$ cat src/rtl/ram_arb_pkg.sv
// Shared types and constants for the data-RAM port arbiter.
// Requester identity plus RAM data/lane geometry.
package ram_arb_pkg;

    typedef enum logic {
        REQ_CPU = 1'b0,
        REQ_DMA = 1'b1
    } req_id_t;

    localparam int unsigned RAM_DATAWIDTH = 16;
    localparam int unsigned RAM_LANES     = 2;

    // A request with any byte lane enabled targets the write port.
    function automatic logic is_write(input logic [RAM_LANES-1:0] we);
        return |we;
    endfunction

endpackage

$ cat src/rtl/ram_port_arbiter_arb2.sv
// Two-way priority arbiter (hi wins) with an optional starvation counter for lo.
// Starvation forcing is built only when RAM_ARB_FAIRNESS_EN is defined.
module arb2 #(
    parameter int unsigned MAXWAIT = 3
) (
    input  logic clk,
    input  logic reset,
    input  logic req_hi,
    input  logic req_lo,
    output logic gnt_hi,
    output logic gnt_lo
);

`ifdef RAM_ARB_FAIRNESS_EN
    localparam int unsigned WAITW = (MAXWAIT > 0) ? $clog2(MAXWAIT + 1) : 1;

    logic [WAITW-1:0] wait_q, wait_d;
    logic             force_lo;

    assign force_lo = (wait_q == WAITW'(MAXWAIT));

    // NOTE: every always_comb output gets a default first so no latch is inferred.
    always_comb begin
        gnt_hi = 1'b0;
        gnt_lo = 1'b0;
        if (!reset) begin
            if (req_lo && (!req_hi || force_lo)) begin
                gnt_lo = 1'b1;
            end else begin
                gnt_hi = req_hi;
            end
        end
    end

    always_comb begin
        wait_d = wait_q;
        if (gnt_lo) begin
            wait_d = '0;
        end else if (req_lo && !force_lo) begin
            wait_d = wait_q + 1'b1;
        end
    end

    // NOTE: sequential state uses non-blocking assignments only.
    always_ff @(posedge clk) begin
        if (reset) begin
            wait_q <= '0;
        end else begin
            wait_q <= wait_d;
        end
    end
`else
    logic unused_cfg;

    assign gnt_hi     = !reset && req_hi;
    assign gnt_lo     = !reset && req_lo && !req_hi;
    assign unused_cfg = clk ^ (MAXWAIT == 0);
`endif

endmodule

$ cat src/rtl/ram_port_arbiter.sv
// Arbitrates the CPU (primary) and DMA (secondary) onto the data RAM's read and write ports.
// Define RAM_ARB_FAIRNESS_EN to build the MAXWAIT anti-starvation counters.
module ram_port_arbiter
    import ram_arb_pkg::*;
#(
    parameter int unsigned ADDRBITS = 10,
    parameter int unsigned MAXWAIT  = 3
) (
    input  logic                     clk,
    input  logic                     reset,

    input  logic                     cpu_req,
    input  logic [RAM_LANES-1:0]     cpu_we,
    input  logic [15:0]              cpu_addr,
    input  logic [RAM_DATAWIDTH-1:0] cpu_wdata,
    output logic                     cpu_gnt,
    output logic                     cpu_rvalid,
    output logic [RAM_DATAWIDTH-1:0] cpu_rdata,

    input  logic                     dma_req,
    input  logic [RAM_LANES-1:0]     dma_we,
    input  logic [15:0]              dma_addr,
    input  logic [RAM_DATAWIDTH-1:0] dma_wdata,
    output logic                     dma_gnt,
    output logic                     dma_rvalid,
    output logic [RAM_DATAWIDTH-1:0] dma_rdata,

    output logic [15:0]              dread_addr,
    input  logic [RAM_DATAWIDTH-1:0] dread_data,
    output logic [15:0]              dwrite_addr,
    output logic [RAM_DATAWIDTH-1:0] dwrite_data,
    output logic [RAM_LANES-1:0]     dwrite_en
);

    logic    cpu_rd_req, cpu_wr_req, dma_rd_req, dma_wr_req;
    logic    cpu_rd_gnt, cpu_wr_gnt, dma_rd_gnt, dma_wr_gnt;
    req_id_t owner_q, owner_d;
    logic    valid_q, valid_d;
    logic    rd_live;
    logic    unused_cfg;

    assign cpu_rd_req = cpu_req && !is_write(cpu_we);
    assign cpu_wr_req = cpu_req &&  is_write(cpu_we);
    assign dma_rd_req = dma_req && !is_write(dma_we);
    assign dma_wr_req = dma_req &&  is_write(dma_we);

    arb2 #(.MAXWAIT(MAXWAIT)) u_rd_arb (
        .clk    (clk),
        .reset  (reset),
        .req_hi (cpu_rd_req),
        .req_lo (dma_rd_req),
        .gnt_hi (cpu_rd_gnt),
        .gnt_lo (dma_rd_gnt)
    );

    arb2 #(.MAXWAIT(MAXWAIT)) u_wr_arb (
        .clk    (clk),
        .reset  (reset),
        .req_hi (cpu_wr_req),
        .req_lo (dma_wr_req),
        .gnt_hi (cpu_wr_gnt),
        .gnt_lo (dma_wr_gnt)
    );

    assign cpu_gnt = cpu_rd_gnt | cpu_wr_gnt;
    assign dma_gnt = dma_rd_gnt | dma_wr_gnt;

    // Idle ports present the CPU's fields so the RAM pins stay quiet and predictable.
    always_comb begin
        dwrite_en   = '0;
        dwrite_addr = cpu_addr;
        dwrite_data = cpu_wdata;
        if (dma_wr_gnt) begin
            dwrite_en   = dma_we;
            dwrite_addr = dma_addr;
            dwrite_data = dma_wdata;
        end else if (cpu_wr_gnt) begin
            dwrite_en   = cpu_we;
        end
    end

    assign dread_addr = dma_rd_gnt ? dma_addr : cpu_addr;

    always_comb begin
        owner_d = owner_q;
        if (dma_rd_gnt) begin
            owner_d = REQ_DMA;
        end else if (cpu_rd_gnt) begin
            owner_d = REQ_CPU;
        end
    end

    assign valid_d = cpu_rd_gnt | dma_rd_gnt;

    always_ff @(posedge clk) begin
        if (reset) begin
            owner_q <= REQ_CPU;
            valid_q <= 1'b0;
        end else begin
            owner_q <= owner_d;
            valid_q <= valid_d;
        end
    end

    // Reset arriving while a read is in flight must squash its return immediately.
    assign rd_live    = valid_q && !reset;
    assign cpu_rvalid = rd_live && (owner_q == REQ_CPU);
    assign dma_rvalid = rd_live && (owner_q == REQ_DMA);
    assign cpu_rdata  = rd_live ? dread_data : '0;
    assign dma_rdata  = rd_live ? dread_data : '0;

    assign unused_cfg = (ADDRBITS == 0);

endmodule

$ cat config.mk
export PLATFORM = sky130hd
export DESIGN_NAME = ram_port_arbiter
export DESIGN_NICKNAME = d
export VERILOG_FILES = /design/src/rtl/ram_arb_pkg.sv /design/src/rtl/ram_port_arbiter_arb2.sv /design/src/rtl/ram_port_arbiter.sv
export SDC_FILE = /design/constraint.sdc
export NUM_CORES = 1
export LEC_CHECK = 0
export ABC_AREA = 1
export BUFFER_PORTS_ARGS = -buffer_cell sky130_fd_sc_hd__buf_2
export CAP_MARGIN = 20
export CORE_AREA = 2 2 67 69
export DETAILED_ROUTE_END_ITERATION = 6
export DIE_AREA = 0 0 69 71
export PLACE_DENSITY = 0.86
export SYNTH_ARGS = -nofsm -noshare
export SYNTH_HDL_FRONTEND = slang
export SYNTH_SLANG_ARGS = --single-unit
$ cat constraint.sdc
create_clock -name clk -period 1.73 [get_ports clk]
set_clock_uncertainty 0.2 [all_clocks]
set_input_delay 0.0865 -clock clk [delete_from_list [all_inputs] [get_ports clk]]
set_output_delay 0.0865 -clock clk [all_outputs]
set_load 0.005 [all_outputs]
Word level (Yosys, flattened, before mapping)
Index checks and enable logic that the tools add are counted.
- muxes and demuxes: 8
- bitwise operators: 4
- reductions and logical operators: 21
- operators with widths (kind ; count):
    16-bit two-way mux ; 4
    1-bit logical AND ; 13
    1-bit logical NOT ; 5
    2-bit two-way mux ; 2
    2-bit OR reduction ; 2
    1-bit bitwise OR ; 3
    1-bit two-way mux ; 2
    2-bit nonzero test ; 1
    1-bit inverter ; 1
- register bits: 2
- input port bits: 88
- output and inout bits: 86
- logic and storage cells: 35

Logic depth before layout (Yosys ltp)
Gate-level depths: netlist of the first run.
- depth in word-level cells: 6
- mapped depth: 7
- mapped depth without buffers: 6

Cells and area by module
From an unflattened synthesis of the first run, not the netlist that was laid out.
- cell total of the unflattened synthesis: 225
- area, all modules: 1029.7 µm²
- modules (own cells, without submodules) (module ; instances ; cells an instance ; area each (µm²) ; seq. area each (µm²)):
    ram_port_arbiter ; 1 ; 215 ; 987.2 ; 40.0
    arb2 ; 2 ; 5 ; 21.3 ; 0.0

Least setup slack after synthesis of the first run
No wires, ideal clock.
- kind: register to output
- start: register valid_q
- end: output port dma_rdata[10]
- data arrival time: 0.894 ns
- required time: 1.443 ns
- slack: 0.549 ns
- stages on the path, launching flop included: 5
- cells stage by stage: dfxtp_1 -> nand2_1 -> buf_2 -> nor2_1 -> buf_4
- word-level cells in the longest chain between the ends: 2
- ends and longest elaborated chain (item ; line ; RTL):
    from (decl) ; ram_port_arbiter.sv:38 ; logic valid_q, valid_d;
    from (signal assigned) ; ram_port_arbiter.sv:101 ; valid_q <= valid_d;
    1-bit logical AND ; ram_port_arbiter.sv:106 ; assign rd_live = valid_q && !reset;
    16-bit two-way mux ; -- ;
    to (decl) ; ram_port_arbiter.sv:26 ; output logic [RAM_DATAWIDTH-1:0] dma_rdata,
No other way between the ends.

Worst setup path after layout of the first run
- start: register valid_q
- end: output port dma_rdata[11]
- word-level cells in the longest chain between the ends: 2
- ends and longest elaborated chain (item ; line ; RTL):
    1-bit logical AND ; ram_port_arbiter.sv:106 ;
    16-bit two-way mux ; ram_port_arbiter.sv:110 ; assign dma_rdata = rd_live ? dread_data : '0;
No other way between the ends.

==> qor.yml, run 1 <==
floorplanning:
  die_w_um: 69
  chipHeight_um: 71
  start_util_pct: 28.1
  coreArea_sq_um: 4200
  num_rows: 24
  fp.dieArea_sq_um: 4900
  io_pins: 174
worst_setup_path:
  r2r_end: "owner_q"
  reg2reg_slack_ns: 0.96
  critical_path.cell_chain: "nand2_1 -> nor2_1 -> buf_2"
  max_stage_delay_ns: 0.30
  cp.required_ns: 1.44
  r2r_start: "owner_q"
  startpoint_type: "flop"
  r2r_cells: 2
  path_max_fanout: 18
  critical-path-slowest-cell: "nand2_1"
  critPathCaptureType: "output pin"
  arrival_ns: 1.22
  critPathKind: "flop to output pin"
layout:
  fillCellCount: 449
  layout.nets: 480
  n_antenna_cell: 0
  drive_gt1_share_pct: 49.0
  multi_input_area_sq_um: 848
  register_area_sq_um: 40.0
  post-route-util_pct: 47.8
  area_growth_pct: 70.1
placed_design:
  io_buffers: 173
  gp_congestion: 0.791
  dp_hpwl_um: 3970
pwr:
  vdd_drop_max_uv: 172
  totalPowerFinal_w: 0.000653
  power_density_nw_per_um2: 325
  static-leakage-power_nw: 1.44
min_path:
  min_to: "owner_q"
  hp-start: "reset"
  min_path_type: "input pin to flop"
  min_path_cells: 4
cts:
  worstSkewPairLatency_ns: 0.21
  numCtsBuffers: 3
  cts_htree_levels: 1
  cts_root_buf: "clkbuf_8"
  cts_tree: "done"
  clkSinkCount: 2
  clk_pin_slew_ns: 0.03
  clockBufferDepth: 2
yosys:
  syn_avg_cell_area_sq_um: 4.95
  synth.top_cell.area_share_pct: 32.4
  ys_async_sr_fraction_pct: 0
  yosysMostFrequentCell: "nand2_1"
  synth_area_sq_um: 1180
  yosysUniqueCellTypes: 17
  yosys.area.top_type: "nand2_1"
  synth_ff_type: "dfxtp_1"
  yosys_register_bits: 2
  synthTopCellsByCount: "nand2_1 (102), nand4_1 (32), nor2_1 (22)"
  seq_area_frac_synth_pct: 3.39
  yosys-top-cells-area: "nand2_1 (32%), nand4_1 (17%), buf_4 (11%), nor2_1 (7.0%), nand3_1 (6.8%)"
  yosysWarnings: 0
  syn-num-nets: 327
  syn_inst: 239
  synth-edff-count: 0
route:
  dr_total_vias: 2123
  vias_per_cell: 4.80
  dr.pass1.iters: 4
  drt-total-wl_um: 4980
  drt_iter0_drc: 66
  postRouteAntennaNets: 0
  drcViolationCount: 0
  routedWlPerCell_um: 11.3
grt:
  grt_pass1_vias: 1840
  grt.overflow.total: 0
  antenna_found_initial: 0
  grt_pass1_wl_um: 8050
  grt_use_total_pct: 18.9
  grt_max_degree: 34
sta:
  finalCritPeriodShare_pct: 87.0
  drv_slew: 0
  max_clock_freq_mhz: 665
  grt_setup_unrepaired: "no"
  finalSetupTns_ns: 0
  maxSlewHeadroom_pct: 64.5
  finalHoldViolCount: 0
  worst_pin_slew_ns: 0.531
  setup_violations: 0
  period_minus_slack_ns: 1.50
outcome:
  status: "complete, no violations"
run:
  maxCapViolCount: 0
-- metrics by stage --
stage / cell area, sq um / cells / setup slack, ns / hold WS [ns]
floorplan: 1180 / 239 / 0.549 / -0.00135
global placement: 1960 / 438 / 0.357 / 0.176
detailed placement: 1960 / 438 / 0.344 / 0.183
CTS: 2010 / 442 / 0.205 / 0.0294
global route: 2010 / 442 / 0.0848 / 0.0707
finish: 2010 / 442 / 0.225 / 0.0411
-- state kept, by name, summed over array words and instances (netlist names) --
signal   flops
owner_q      1
valid_q      1
-- how the worst max path moves through the flow --
stage | start | endpoint | cells after the start
after floorplan | valid_q | dma_rdata[10] | 4
after global placement | cpu_we[1] | dwrite_en[0] | 6
after detailed placement | cpu_we[1] | dwrite_en[1] | 6
after CTS | valid_q | cpu_rdata[5] | 3
after global routing | valid_q | dma_rdata[11] | 3
final | valid_q | dma_rdata[11] | 3
-- routing by layer --
metal / share of wire (%) / wire, um / global-route usage, %
met1: 36 / 1810 / 20.1
met2: 53 / 2630 / 38.2
met3: 10 / 504 / 3.28
met4: 0.68 / 34 / 4.36
met5: 0 / 0 / 0
-- layout by cell type (no fill, tap or decap), types with 2 or more instances in the layout --
| cell type | count |
|---|---|
| buf_2 | 173 |
| nand2_1 | 102 |
| nand4_1 | 32 |
| nor2_1 | 22 |
| inv_1 | 21 |
| nand3_1 | 16 |
| buf_4 | 5 |
| nand2_2 | 3 |
| o21ai_0 | 3 |
| clkbuf_8 | 3 |
| dfxtp_1 | 2 |
-- kinds of logic after synthesis --
| family | share of synthesized area [%] |
|---|---|
| AOI/OAI and AO/OA | 2.65 |
| buffers and inverters | 24.9 |
| DFF | 3.39 |
| and+or+nand+nor | 69.1 |
-- timing repair --
action,CTS,global route
endpoints found under the hold margin,1,0
hold buffers,1,0
resized for setup,0,0
setup buffers,0,0
-- cell type report --
class / count / area share [%]
sequential: 2 / 1.99
multi-input combinational: 183 / 42.2
tap: 52 / 3.24
timing repair buffer: 180 / 46.4
inverter: 22 / 4.11
clock buffer: 3 / 2.05
-- where the power goes --
part / total (W) / switching, W / internal [W]
Sequential: 0.0000493 / 0.000000831 / 0.0000484
Combinational: 0.000422 / 0.000222 / 0.000201
Clock: 0.000181 / 0.0000342 / 0.000147
Total: 0.000653 / 0.000257 / 0.000396
-- worst max-delay path, delay by kind of cell, from the launching register on --
| family | cells | cell delay (ns) |
|---|---|---|
| buf+inv | 1 | 0.15 |
| flops | 1 | 0.29 |
| simple gates | 2 | 0.56 |
(Power assumes the default switching activity.)
==> run 2: changes to the inputs <==
ABC_AREA = default   (was 1)
PLACE_DENSITY = 0.81   (was 0.86)
==> qor.yml, run 2 <==
pwr:
  cell_internal_pwr_w: 0.000424  # +7.0%
  power_frac_seq_pct: 8.1  # +0.6 points
  power.switching_w: 0.000183  # -29%
  power_density_nw_per_um2: 323  # -0.36%
  p_comb_share_pct: 61.2  # -3.5 points
  static-leakage-power_nw: 1.16  # -20%
  vdd_drop_max_uv: 205  # +19%
  switching_share_pct: 30.2  # -9.2 points
  power_frac_clock_pct: 30.7  # +3.0 points
floorplanning:
  chipHeight_um: 71  # unchanged
  start_util_pct: 23.9  # -4.3 points
  fp.dieArea_sq_um: 4900  # unchanged
  num_rows: 24  # unchanged
  die_w_um: 69  # unchanged
  coreArea_sq_um: 4200  # unchanged
  io_pins: 174  # unchanged
yosys:
  seq_area_frac_synth_pct: 3.99  # +0.60 points
  synth-edff-count: 0  # unchanged
  synth_mux_area_share_pct: 56.9  # +57 points
  synthSimpleGateAreaFrac_pct: 17.8  # -51 points
  syn_inst: 103  # -57%
  synth_area_sq_um: 1000  # -15%
  synth.top_cell.area_share_pct: 44.9  # +13 points
  ys_async_sr_fraction_pct: 0  # unchanged
  synth_top_family_by_area: "multiplexers"
  yosysWarnings: 0  # unchanged
  synthTopCellsByCount: "mux2_2 (40), buf_4 (19), and2_1 (17)"
  synth_compound_area_share_pct: 5.24  # +2.6 points
  synthXorXnorAreaFrac_pct: 0  # unchanged
  syn_avg_cell_area_sq_um: 9.74  # +97%
  synth_ff_type: "dfxtp_1"
  synthAdderAreaFrac_pct: 0  # unchanged
  yosysMostFrequentCell: "mux2_2"
  yosys.area.top_type: "mux2_2"
  syn-num-nets: 191  # -42%
  yosysUniqueCellTypes: 19  # +2
  yosys_register_bits: 2  # unchanged
  yosys-top-cells-area: "mux2_2 (45%), buf_4 (14%), mux2_4 (12%), and2_1 (11%), dfxtp_1 (4.0%)"
worst_setup_path:
  max_stage_delay_ns: 0.48  # +0.18 ns
  startpoint_type: "input pin"
  arrival_ns: 1.39  # +0.17 ns
  cp_common_cell: "buf_2"
  cp_top_family: "simple AND/OR/NAND/NOR gates"
  cp.required_ns: 1.44  # about the same
  critical-path-slowest-cell: "or3b_1"
  path_max_fanout: 18  # unchanged
  crit_buf_inv: 2  # +1
  critPathCaptureType: "output pin"
  critical_path.cell_chain: "buf_2 -> or3b_1 -> nand2_8 -> mux2_2 -> buf_2"
  critPathKind: "input pin to output pin"
layout:
  layout.nets: 351  # -27%
  post-route-util_pct: 44.6  # -3.2 points
  layout_commonest_cell: "buf_2"
  reg_top3: "owner_q x1, valid_q x1"
  n_antenna_cell: 0  # unchanged
  mostFrequentLayoutCells: "buf_2 (173), mux2_2 (40), and2_1 (17), mux2_4 (8)"
  area_growth_pct: 86.9
  drive_gt1_share_pct: 87.7  # +39 points
route:
  dr.pass1.iters: 4  # unchanged
  routedWlPerCell_um: 12.9  # +15%
  drt-total-wl_um: 4040  # -19%
  drt_iter0_drc: 17  # -74%
  dr_total_vias: 1364  # -36%
  vias_per_cell: 4.36  # -9.3%
  postRouteAntennaNets: 0  # unchanged
  drcViolationCount: 0  # unchanged
placed_design:
  gp_congestion: 0.734  # -7.2%
  dp_slack_ns: 0.00621  # -0.337 ns
  dp_hpwl_um: 3540  # -11%
  io_buffers: 173  # unchanged
grt:
  antenna_found_initial: 0  # unchanged
  grt_pass1_vias: 1301  # -29%
  grt_max_degree: 32  # -5.9%
  grt_use_total_pct: 15.1  # -3.8 points
  grt_pass1_wl_um: 6000  # -25%
  grt.overflow.total: 0  # unchanged
cts:
  worstSkewPairLatency_ns: 0.21  # about the same
  clkSinkCount: 2  # unchanged
  cts_root_buf: "clkbuf_8"
  clk_pin_slew_ns: 0.03  # about the same
  numCtsBuffers: 3  # unchanged
  cts_tree: "done"
  cts_htree_levels: 1  # unchanged
  clockBufferDepth: 2  # unchanged
  postCtsSetupBuffers: 0  # unchanged
outcome:
  status: "complete, no violations"
sta:
  maxSlewHeadroom_pct: 74.6  # +10 points
  worst_pin_slew_ns: 0.380  # -0.151 ns
  finalCritPeriodShare_pct: 96.7  # +9.8 points
  finalSetupTns_ns: 0  # unchanged
  max_clock_freq_mhz: 597  # -10%
  finalHoldViolCount: 0  # unchanged
  setup_violations: 0  # unchanged
  drv_slew: 0  # unchanged
  grt_setup_unrepaired: "no"
  period_minus_slack_ns: 1.67  # +0.169 ns
  setup_slack_ns: 0.0562  # -0.169 ns
run:
  maxCapViolCount: 0  # unchanged
min_path:
  min_path_type: "input pin to flop"
-- run 2: changes by cell type in the layout (fill, tap and decap cells not counted), sizes merged, moves of 2 or more --
| cell | change |
|---|---|
| nand2 | -104 |
| mux2 | +48 |
| nand4 | -32 |
| nor2 | -24 |
| inv | -21 |
| and2 | +17 |
| nand3 | -17 |
| buf | -4 |
| nor2b | +3 |
| a22o | +2 |
| o21ai | -2 |
-- run 2: through the flow --
| stage | total power [W] | hold WS [ns] | cell area (sq um) | cells |
|---|---|---|---|---|
| 2_1_floorplan | 0.000211 | 0.000789 | 1000 | 103 |
| 3_3_place_gp | 0.000413 | 0.211 | 1820 | 309 |
| 3_5_place_dp | 0.000421 | 0.209 | 1820 | 309 |
| 4_1_cts | 0.000615 | 0.0957 | 1870 | 313 |
| 5_1_grt | 0.000655 | 0.123 | 1880 | 313 |
| 6_report | 0.000607 | 0.0933 | 1880 | 313 |
-- run 2: logic make-up after synthesis --
| logic type | count (synthesis) |
|---|---|
| buffers and inverters | 22 |
| muxes | 48 |
| DFF | 2 |
| AOI/OAI and AO/OA | 6 |
| and+or+nand+nor | 25 |
-- run 2: cell type report --
type,count,area (sq um)
multi-input combinational,79,822
timing repair buffer,176,903
sequential,2,40.0
fill,427,2330
inverter,1,3.75
tap,52,65.1
clock buffer,3,41.3
-- run 2: what timing repair did --
action,4_1_cts,5_1_grt
hold endpoints to repair,1,0
hold buffers,1,0
setup endpoints to repair,0,8
resized for setup,0,1
-- run 2: worst paths after layout --
| kind | from | to | slack (ns) | cells after the start |
|---|---|---|---|---|
| worst max-delay path | cpu_we[1] | dread_addr[6] | 0.06 | 5 |
| worst min-delay path | reset | owner_q | 0.09 | 3 |
| worst min register to register | owner_q | owner_q | 0.34 | 1 |
| worst max register to register | owner_q | owner_q | 0.88 | 1 |
-- run 2: worst min-delay path: cells and delay by family --
kind | cells | cell delay [ns]
AOI/OAI and AO/OA | 1 | 0.12
buffers and inverters | 2 | 0.24
-- run 2: power by group through the flow --
stage               combinational (W)  clock [W]  sequential, W
floorplan                    0.000162          0      0.0000494
global placement             0.000364          0      0.0000496
detailed placement           0.000371          0      0.0000497
CTS                          0.000375   0.000191      0.0000491
global route                 0.000405   0.000200      0.0000494
finish                       0.000371   0.000186      0.0000491
-- run 2: metal layers --
layer  track usage, %  vias up  wire [um]
met4             3.92        0          0
met1             14.7      595       1390
met2             31.9       99       2260
met5                0        -          0
li1                 -      670          -
met3             2.56        0        389
==> run 3: changes to the inputs <==
GPL_TIMING_DRIVEN = 0   (was default)
==> qor.yml, run 3 (synthesis gave the netlist of run 2 again) <==
worst_setup_path:
  r2r_start: "owner_q"
  critical-path-slowest-cell: "or3b_1"
  startpoint_type: "input pin"
  cp_top_family: "simple AND/OR/NAND/NOR gates"
  critPathLaunch: "cpu_we[1]"
  arrival_ns: 1.35  # -0.04 ns
  path_max_fanout: 10  # -8
  cp_common_cell: "buf_2"
  max_stage_delay_ns: 0.44  # -0.04 ns
  crit_buf_inv: 3  # +1
  critical_path.cell_chain: "buf_2 -> or3b_1 -> nand2_4 -> buf_6 -> mux2_4 -> buf_2"
  critPathKind: "input pin to output pin"
  critPathCaptureType: "output pin"
  cp.required_ns: 1.44  # about the same
sta:
  hold_slack_ns: 0.103  # +0.0102 ns
  period_minus_slack_ns: 1.64  # -0.0345 ns
  grt_setup_unrepaired: "no"
  drv_slew: 0  # unchanged
  finalCritPeriodShare_pct: 94.8  # -2.0 points
  worst_pin_slew_ns: 0.381  # +0.00164 ns
  maxSlewHeadroom_pct: 74.6  # about the same
  finalHoldViolCount: 0  # unchanged
  max_clock_freq_mhz: 610  # +2.1%
  setup_violations: 0  # unchanged
layout:
  layout_commonest_cell: "buf_2"
  area_growth_pct: 101
  final_cells: 335  # +7.0%
  mostFrequentLayoutCells: "buf_2 (173), mux2_2 (40), buf_4 (22), and2_1 (17), mux2_4 (8)"
  post-route-util_pct: 48.0  # +3.4 points
  n_antenna_cell: 0  # unchanged
  design_area_sq_um: 2020  # +7.5%
  drive_gt1_share_pct: 89.0  # +1.3 points
  layout.nets: 373  # +6.3%
  reg_top3: "owner_q x1, valid_q x1"
floorplanning:
  num_rows: 24  # unchanged
  coreArea_sq_um: 4200  # unchanged
  die_w_um: 69  # unchanged
  io_pins: 174  # unchanged
  start_util_pct: 23.9  # unchanged
  chipHeight_um: 71  # unchanged
  fp.dieArea_sq_um: 4900  # unchanged
placed_design:
  placedCellCount: 328  # +6.1%
  io_buffers: 173  # unchanged
  dp_hpwl_um: 3530  # -0.55%
  postPlaceCellArea_sq_um: 1930  # +6.5%
  gp_congestion: 0.732  # -0.19%
cts:
  numCtsBuffers: 3  # unchanged
  cts_root_buf: "clkbuf_8"
  cts_tree: "done"
  clk_pin_slew_ns: 0.03  # about the same
  worstSkewPairLatency_ns: 0.21  # about the same
  cts_htree_levels: 1  # unchanged
  clkSinkCount: 2  # unchanged
  clockBufferDepth: 2  # unchanged
run:
  maxCapViolCount: 0  # unchanged
route:
  dr.pass1.iters: 3  # -1
  routedWlPerCell_um: 12.0  # -6.8%
  drcViolationCount: 0  # unchanged
  postRouteAntennaNets: 0  # unchanged
  dr_total_vias: 1450  # +6.3%
  drt_iter0_drc: 27  # +10
  vias_per_cell: 4.33  # -0.68%
  drt-total-wl_um: 4030  # -0.30%
grt:
  grt_max_degree: 11  # -66%
  grt_use_total_pct: 14.9  # -0.15 points
  grt.overflow.total: 0  # unchanged
  grt_pass1_vias: 1360  # +4.5%
  antenna_found_initial: 0  # unchanged
  grt_pass1_wl_um: 6060  # +0.92%
min_path:
  min_path_type: "input pin to flop"
  hp-start: "cpu_we[0]"
pwr:
  power_density_nw_per_um2: 304  # -6.0%
  static-leakage-power_nw: 1.27  # +9.3%
  vdd_drop_max_uv: 142  # -30%
outcome:
  status: "complete, no violations"
[run 3: cell count changes in the layout (fill, tap and decap cells not counted), sizes merged]
cell	before	now
clkbuf	3	4
buf	175	196
[run 3: area by class of cell]
type / instances / area (sq um)
sequential: 2 / 40.0
tap: 52 / 65.1
buffer: 21 / 159
multi-input combinational: 79 / 810
clock buffer: 3 / 41.3
timing repair buffer: 177 / 898
fill: 407 / 2190
inverter: 1 / 3.75
[run 3: path summary, 6_finish.rpt]
| path | to | slack [ns] | cells past startpoint |
|---|---|---|---|
| setup / recovery | dread_addr[11] | 0.09 | 6 |
| hold / removal | valid_q | 0.10 | 3 |
| setup reg to reg | owner_q | 0.87 | 1 |
| hold reg to reg | owner_q | 0.36 | 1 |
[run 3: what timing repair did]
| action | in CTS | in global routing |
|---|---|---|
| gates resized for setup | 2 | 1 |
| hold buffers | 1 | 0 |
| pin swaps | 0 | 0 |
| cloned | 0 | 0 |
| setup endpoints to repair | 28 | 10 |
| setup buffers | 3 | 0 |
| endpoints found under the hold margin | 1 | 0 |
[run 3: metrics by stage]
stage / worst slack, ns / setup TNS (ns) / power (W)
floorplan: 0.323 / 0 / 0.000211
global placement: 0.00499 / 0 / 0.000419
detailed placement: -0.0165 / -0.0664 / 0.000426
CTS: 0.0506 / 0 / 0.000623
global route: 0.0262 / 0 / 0.000657
finish: 0.0907 / 0 / 0.000613
[run 3: report_power, final]
group / total (W) / internal [W] / switching, W / leakage (nW)
sequential: 0.0000493 / 0.0000484 / 0.000000927 / 0.0163
clock: 0.000185 / 0.000147 / 0.0000380 / 0.0216
combinational: 0.000378 / 0.000238 / 0.000141 / 1.23
total: 0.000613 / 0.000433 / 0.000180 / 1.27
[run 3: routing by layer]
metal / wire [um] / track usage (%) / vias to the layer above
li1: - / - / 716
met1: 1390 / 14.7 / 633
met2: 2180 / 30.9 / 99
met3: 436 / 3.28 / 2
met4: 20 / 3.92 / 0
met5: 0 / 0 / -
[run 3: tightest hold or removal path, delay by kind of cell]
| kind | cells | cell delay (ns) |
|---|---|---|
| and+or+nand+nor | 1 | 0.18 |
| buffers and inverters | 1 | 0.10 |
| AOI/OAI and AO/OA | 1 | 0.09 |
